--- src/rtl/xlink_msg_proc_pkg.sv ---
// Shared definitions for the XLink message processor: token encodings,
// FSM state encoding, payload operation codes and the payload byte operation.
package xlink_msg_proc_pkg;

    // Token format: bit 8 set marks a control token, [7:0] carries the value.
    localparam int         CTRL_BIT   = 8;
    localparam logic [8:0] EOM_TOKEN  = 9'h101;
    localparam logic [8:0] NULL_TOKEN = 9'h000;
    localparam logic [7:0] XOR_KEY    = 8'h5A;

    typedef enum logic [2:0] {
        ST_IDLE  = 3'd0,
        ST_READ  = 3'd1,
        ST_STORE = 3'd2,
        ST_DRAIN = 3'd3,
        ST_SEND  = 3'd4
    } state_t;

    typedef enum logic [1:0] {
        OP_ECHO = 2'd0,
        OP_INC  = 2'd1,
        OP_INV  = 2'd2,
        OP_XOR  = 2'd3
    } op_t;

    // Per-message payload transform; 8-bit arithmetic wraps naturally.
    function automatic logic [7:0] byte_op(input op_t op, input logic [7:0] b);
        logic [7:0] r;
        case (op)
            OP_ECHO: r = b;
            OP_INC:  r = b + 8'd1;
            OP_INV:  r = ~b;
            OP_XOR:  r = b ^ XOR_KEY;
            default: r = b;
        endcase
        return r;
    endfunction

endpackage

--- src/rtl/xlink_msg_buf.sv ---
// Single-message token store: synchronous write, asynchronous read.
// The payload operation is applied on the read path so the stored tokens
// stay exactly as received.
module xlink_msg_buf
    import xlink_msg_proc_pkg::*;
#(
    parameter int DEPTH = 19,
    parameter int PTR_W = 5
) (
    input  logic             clk,
    input  logic             wr_en,
    input  logic [PTR_W-1:0] wr_addr,
    input  logic [8:0]       wr_data,
    input  logic [PTR_W-1:0] rd_addr,
    input  logic             rd_op_en,
    input  op_t              rd_op,
    output logic [8:0]       rd_data
);

    localparam logic [PTR_W-1:0] LAST_ADDR = PTR_W'(DEPTH - 1);

    logic [8:0] mem [DEPTH];
    logic [8:0] raw;

    // Store one received token per write strobe.
    always_ff @(posedge clk) begin
        if (wr_en && (wr_addr <= LAST_ADDR)) begin
            mem[wr_addr] <= wr_data;
        end
    end

    // Read with out-of-range guard; payload entries leave as data tokens.
    always_comb begin
        raw     = (rd_addr <= LAST_ADDR) ? mem[rd_addr] : NULL_TOKEN;
        rd_data = rd_op_en ? {1'b0, byte_op(rd_op, raw[7:0])} : raw;
    end

endmodule

--- src/rtl/xlink_msg_proc.sv ---
// XLink message processor: buffers one inbound message from the rx token
// buffer and returns it to the originator with a rewritten header and a
// transformed payload.
//
// state | meaning
// IDLE  | waiting for the first token of a message; op_mode latched here
// READ  | issue one rx read strobe when a token is available
// STORE | rx token valid: store data, ignore control, act on EOM
// DRAIN | message too long: discard tokens up to and including EOM
// SEND  | present reply tokens to the tx arbiter until EOM is taken
module xlink_msg_proc
    import xlink_msg_proc_pkg::*;
#(
    parameter int         HDR_LEN     = 3,
    parameter int         MAX_PAYLOAD = 16,
    parameter int         PTR_W       = 5,
    parameter logic [7:0] REPLY_CHAN  = 8'h02
) (
    input  logic       clk,
    input  logic       reset,
    input  logic [8:0] rx_buf_dout,
    input  logic       rx_buf_empty,
    output logic       rx_buf_en,
    output logic [8:0] tx_token_out,
    output logic       tx_token_valid,
    input  logic       tx_token_taken,
    input  logic [1:0] op_mode,
    output logic       busy,
    output logic       msg_done,
    output logic       err_overflow,
    output logic       err_runt
);

    localparam int               DEPTH    = HDR_LEN + MAX_PAYLOAD;
    localparam logic [PTR_W-1:0] FULL_IDX = PTR_W'(DEPTH);
    localparam logic [PTR_W-1:0] HDR_IDX  = PTR_W'(HDR_LEN);
    localparam logic [PTR_W-1:0] LAST_HDR = PTR_W'(HDR_LEN - 1);

    state_t           state, state_nxt;
    logic [PTR_W-1:0] idx;
    logic [PTR_W-1:0] tx_idx;
    op_t              op_q;
    logic             drain_wait;
    logic             buf_wr_en;
    logic [8:0]       buf_rd;

    logic is_eom, is_ctrl, is_full, tx_xfer, tx_last;

    assign is_eom  = (rx_buf_dout == EOM_TOKEN);
    assign is_ctrl = rx_buf_dout[CTRL_BIT];
    assign is_full = (idx == FULL_IDX);
    assign tx_xfer = tx_token_valid && tx_token_taken;
    assign tx_last = (tx_idx == idx);

    xlink_msg_buf #(
        .DEPTH (DEPTH),
        .PTR_W (PTR_W)
    ) u_buf (
        .clk      (clk),
        .wr_en    (buf_wr_en),
        .wr_addr  (idx),
        .wr_data  (rx_buf_dout),
        .rd_addr  (tx_idx),
        .rd_op_en (tx_idx >= HDR_IDX),
        .rd_op    (op_q),
        .rd_data  (buf_rd)
    );

    // State register.
    always_ff @(posedge clk or posedge reset) begin
        if (reset) begin
            state <= ST_IDLE;
        end else begin
            state <= state_nxt;
        end
    end

    // Next-state decode.
    always_comb begin
        state_nxt = state;
        case (state)
            ST_IDLE:  if (!rx_buf_empty) state_nxt = ST_READ;
            ST_READ:  if (!rx_buf_empty) state_nxt = ST_STORE;
            ST_STORE: begin
                if (is_eom)       state_nxt = (idx < HDR_IDX) ? ST_IDLE : ST_SEND;
                else if (is_ctrl) state_nxt = ST_READ;
                else if (is_full) state_nxt = ST_DRAIN;
                else              state_nxt = ST_READ;
            end
            ST_DRAIN: if (drain_wait && is_eom) state_nxt = ST_IDLE;
            ST_SEND:  if (tx_xfer && tx_last) state_nxt = ST_IDLE;
            default:  state_nxt = ST_IDLE;
        endcase
    end

    // Outputs decoded from state; reply header fields are rewritten here.
    always_comb begin
        rx_buf_en      = 1'b0;
        tx_token_valid = 1'b0;
        tx_token_out   = NULL_TOKEN;
        buf_wr_en      = 1'b0;
        busy           = (state != ST_IDLE);
        case (state)
            ST_READ:  rx_buf_en = !rx_buf_empty;
            ST_DRAIN: rx_buf_en = !drain_wait && !rx_buf_empty;
            ST_STORE: buf_wr_en = !is_ctrl && !is_full;
            ST_SEND: begin
                tx_token_valid = 1'b1;
                if (tx_last)                 tx_token_out = EOM_TOKEN;
                else if (tx_idx == '0)       tx_token_out = NULL_TOKEN;
                else if (tx_idx == LAST_HDR) tx_token_out = {1'b0, REPLY_CHAN};
                else                         tx_token_out = buf_rd;
            end
            default: ;
        endcase
    end

    // Index counters, op latch, drain handshake and status pulses.
    always_ff @(posedge clk or posedge reset) begin
        if (reset) begin
            idx          <= '0;
            tx_idx       <= '0;
            op_q         <= OP_ECHO;
            drain_wait   <= 1'b0;
            msg_done     <= 1'b0;
            err_overflow <= 1'b0;
            err_runt     <= 1'b0;
        end else begin
            msg_done     <= 1'b0;
            err_overflow <= 1'b0;
            err_runt     <= 1'b0;
            case (state)
                ST_IDLE: begin
                    if (!rx_buf_empty) begin
                        op_q   <= op_t'(op_mode);
                        idx    <= '0;
                        tx_idx <= '0;
                    end
                end
                ST_STORE: begin
                    drain_wait <= 1'b0;
                    tx_idx     <= '0;
                    if (!is_ctrl && !is_full) idx <= idx + PTR_W'(1);
                    if (is_eom && (idx < HDR_IDX)) err_runt <= 1'b1;
                end
                ST_DRAIN: begin
                    if (drain_wait) begin
                        drain_wait <= 1'b0;
                        if (is_eom) err_overflow <= 1'b1;
                    end else begin
                        drain_wait <= !rx_buf_empty;
                    end
                end
                ST_SEND: begin
                    if (tx_xfer) begin
                        if (tx_last) msg_done <= 1'b1;
                        else         tx_idx <= tx_idx + PTR_W'(1);
                    end
                end
                default: ;
            endcase
        end
    end

endmodule

--- config.mk ---
export PLATFORM = sky130hd
export DESIGN_NAME = xlink_msg_proc
export DESIGN_NICKNAME = d
export VERILOG_FILES = /design/src/rtl/xlink_msg_proc_pkg.sv /design/src/rtl/xlink_msg_buf.sv /design/src/rtl/xlink_msg_proc.sv
export SDC_FILE = /design/constraint.sdc
export NUM_CORES = 1
export LEC_CHECK = 0
export ABC_CLOCK_PERIOD_IN_PS = 3700
export BUFFER_PORTS_ARGS = -buffer_cell sky130_fd_sc_hd__buf_2
export CORE_MARGIN = 3
export CORE_UTILIZATION = 35
export CTS_CLUSTER_SIZE = 8
export DETAILED_ROUTE_END_ITERATION = 8
export SYNTH_ARGS = -nofsm -noshare
export SYNTH_HDL_FRONTEND = slang
export SYNTH_SLANG_ARGS = --single-unit
--- constraint.sdc ---
create_clock -name clk -period 3.7 [get_ports clk]
set_input_delay 0.185 -clock clk [delete_from_list [all_inputs] [get_ports clk]]
set_output_delay 0.185 -clock clk [all_outputs]
set_load 0.05 [all_outputs]
==> results.cfg <==
[flow_run]
maxCapViolations = 0

[sta]
drv_slew = 0
min_period_over_period_pct = 98.06
clock_skew_ns = 0.006423
worst_pin_slew_ns = 0.8634
slew_headroom_pct = 42.23
holdWs_ns = 0.03306
setup_viol = 0
fin_ws_ns = 0.07186
period_needed_ns = 3.628
hold_viol = 0
max_freq_mhz = 275.6

[power]
cellLeakagePower_nw = 3.056
switchingPower_mw = 1.134
power_mw = 4.418
max-vdd-ir-drop_mv = 0.2588
clkPwrFrac_pct = 39.0
power.density_nw_per_um2 = 485.0
p_sw_share_pct = 25.66
power_frac_comb_pct = 9.4
seqPwrFrac_pct = 51.6
p_int_mw = 3.285

[placed_design]
place.gp.congestion = 0.8388
port_buffers = 29
place_area_sq_um = 8372
placedCellCount = 847
pre_cts_ws_ns = 0.3308
dp_hpwl_microns = 12890

[yosys]
synthFlopType = edfxtp_1
postSynthCellCount = 550
yosysWarnings = 0
synthTopCellsByArea = edfxtp_1 59%, dfrtp_1 6.0%, mux2i_1 4.7%, mux4_1 2.3%, mux4_2 2.3%
synth_seq_area_share_pct = 64.94
yosysTopAreaCellShare_pct = 58.96
synth_common_cells = 156 x edfxtp_1, 37 x mux2i_1, 32 x nand2_1, 28 x nor2_1, 24 x o21ai_0
synth-edff-count = 156
synth.most_common_cell = edfxtp_1
synth_seq_cells = 175
syn_avg_cell_area_sq_um = 14.45
synthDistinctLibCells = 64
yosysTopAreaCell = edfxtp_1
syn-num-nets = 573
syn_area_sq_um = 7945
synthArstFlopShare_pct = 10.86

[clock_network]
clockBufferDepth = 2
cts-root-buf = clkbuf_16
cts_tree = yes
cts_sinks = 175
cts_max_level = 4
clk_pin_slew_ns = 0.07
clkLatencyLatePin_ns = 0.43
cts_buffers = 17

[grt]
grt_overflow = 0
grtUsageTotal_pct = 16.27
antenna_found_initial = 1
grt_max_degree = 35
grt_pass1_vias = 4773
grt_pass1_wl_microns = 29070

[floorplan]
dieWidth_microns = 156.7
rows = 54
start_util_pct = 35.96
die_y_microns = 156.7
core_area_sq_um = 22090
pin_count = 30
die-area_sq_um = 24540

[worst_setup_path]
crit_type = flop to output port
start_kind = flop
path_max_fanout = 11
cp_top_family = compound AO/OA/AOI/OAI gates
cp-end-kind = output port
crit_required_ns = 3.51
cp_slowest_cell = dfrtp_4
path_buf_inv = 4
cpPeakStageDelay_ns = 0.57
timing.critical_path.mode_cell = buf_4
crit_chain = buf_4 > buf_4 > buf_4 > mux2i_1 > o221ai_1 > o221ai_1 > o22ai_1 > nor4_1 > a31oi_1 > nand3b_1 > buf_2
cp.arrival_ns = 3.44

[routing]
ant_nets = 0
wl_microns = 19620
avgRoutedWirePerCell_microns = 21.89
drc_errors = 0
dr.pass1.iters = 4
vias_per_cell = 5.502
drt_iter0_drc = 385
num_vias = 4930

[finish]
nFillCells = 1986
final_area_sq_um = 9109
finish.net_count = 625
stdcell_count = 896
regArea_sq_um = 5170
multi_input_area_sq_um = 2540
area_growth_syn_to_layout_pct = 14.65
layout-drive-gt1-share_pct = 19.51

[worst_hold_path]
worst_hold_path_type = primary input to flop

[status]
outcome = finished, final reports clean
==> flip-flops by register name, indices dropped and copies added, names as in the netlist <==
signal / flops
op_q: 2
err_runt: 1
drain_wait: 1
state: 3
tx_idx: 5
msg_done: 1
idx: 5
err_overflow: 1
u_buf.mem: 156
==> stage by stage <==
step           setup TNS [ns]  utilization (%)
3_5_place_dp                0            37.89
6_report                    0            41.23
4_1_cts                     0            40.68
2_1_floorplan               0                -
5_1_grt             -0.007343            41.22
3_3_place_gp                0            37.89
==> layout by cell type, fill, tap and decap left out, drive strengths merged, types with 17 or more instances in the layout <==
| cell | Yosys | routed |
|---|---|---|
| inv | 16 | 21 |
| edfxtp | 156 | 156 |
| nand2 | 32 | 32 |
| nor2 | 28 | 28 |
| dfrtp | 19 | 19 |
| clkbuf | 8 | 20 |
| nand3 | 17 | 17 |
| mux2i | 37 | 37 |
| buf | 20 | 56 |
| o21ai | 24 | 24 |
==> layout make-up <==
type | instances | area share (%)
Antenna cell | 1 | 0.02747
Clock inverter | 13 | 1.456
Clock buffer | 19 | 4.753
Sequential cell | 175 | 56.76
Timing Repair Buffer | 61 | 4.615
Inverter | 16 | 0.6593
Multi-Input combinational cell | 331 | 27.88
Tap cell | 280 | 3.846
==> path summary, 6_finish.rpt <==
check	from	end	slack (ns)	depth (start not counted)
worst max-delay path	tx_idx[0]$_DFFE_PP0P_	tx_token_out[7]	0.07	11
worst min-delay path	tx_token_taken	msg_done$_DFF_PP0_	0.03	3
worst max register to register	idx[1]$_DFFE_PP0P_	u_buf.mem[3][1]$_DFFE_PP_	1.06	5
worst min register to register	drain_wait$_DFFE_PP0P_	drain_wait$_DFFE_PP0P_	0.53	2
max in group asynchronous	reset	tx_idx[1]$_DFFE_PP0P_	2.70	3
min in group asynchronous	reset	drain_wait$_DFFE_PP0P_	0.44	3
==> power by group through the flow <==
stage / Clock [mW] / Sequential [mW] / Combinational (mW)
after floorplan: 0 / 2.29 / 0.285
after global placement: 0 / 2.31 / 0.399
after detailed placement: 0 / 2.32 / 0.405
after CTS: 1.75 / 2.28 / 0.413
after global routing: 1.83 / 2.29 / 0.460
final: 1.72 / 2.28 / 0.416
==> worst register-to-register path, delay by kind of cell, from the launching register on <==
kind | cells | cell delay, ns
adders and majority gates | 1 | 0.30
DFF | 1 | 0.48
and+or+nand+nor | 4 | 1.50
==> per-layer routing <==
metal	up-vias	wire (microns)	GRT usage, %
met3	27	1320	4.369
met5	-	0	0
li1	2227	-	-
met4	0	349	5.002
met1	2487	8854	22.51
met2	189	9092	25.19
==> repair_timing <==
action	in CTS	in global routing
resized for setup	4	8
pin swaps	0	3
endpoints found under the setup margin	1	5
buffers inserted	0	12
hold buffers	4	0
endpoints found under the hold margin	22	0
==> cell families (layout without fill, tap and decap cells) <==
logic type	Yosys count	count (layout)	share of synthesized area (%)
muxes	60	60	10.38
buffers and inverters	44	109	3.323
xor gates and xnor gates	15	15	1.653
DFF	175	175	64.94
AOI/OAI and AO/OA	90	90	7.811
and+or+nand+nor	158	158	10.63
other	0	1	0
adders and majority gates	8	8	1.260
No activity file was read; power rests on OpenSTA's default activity.
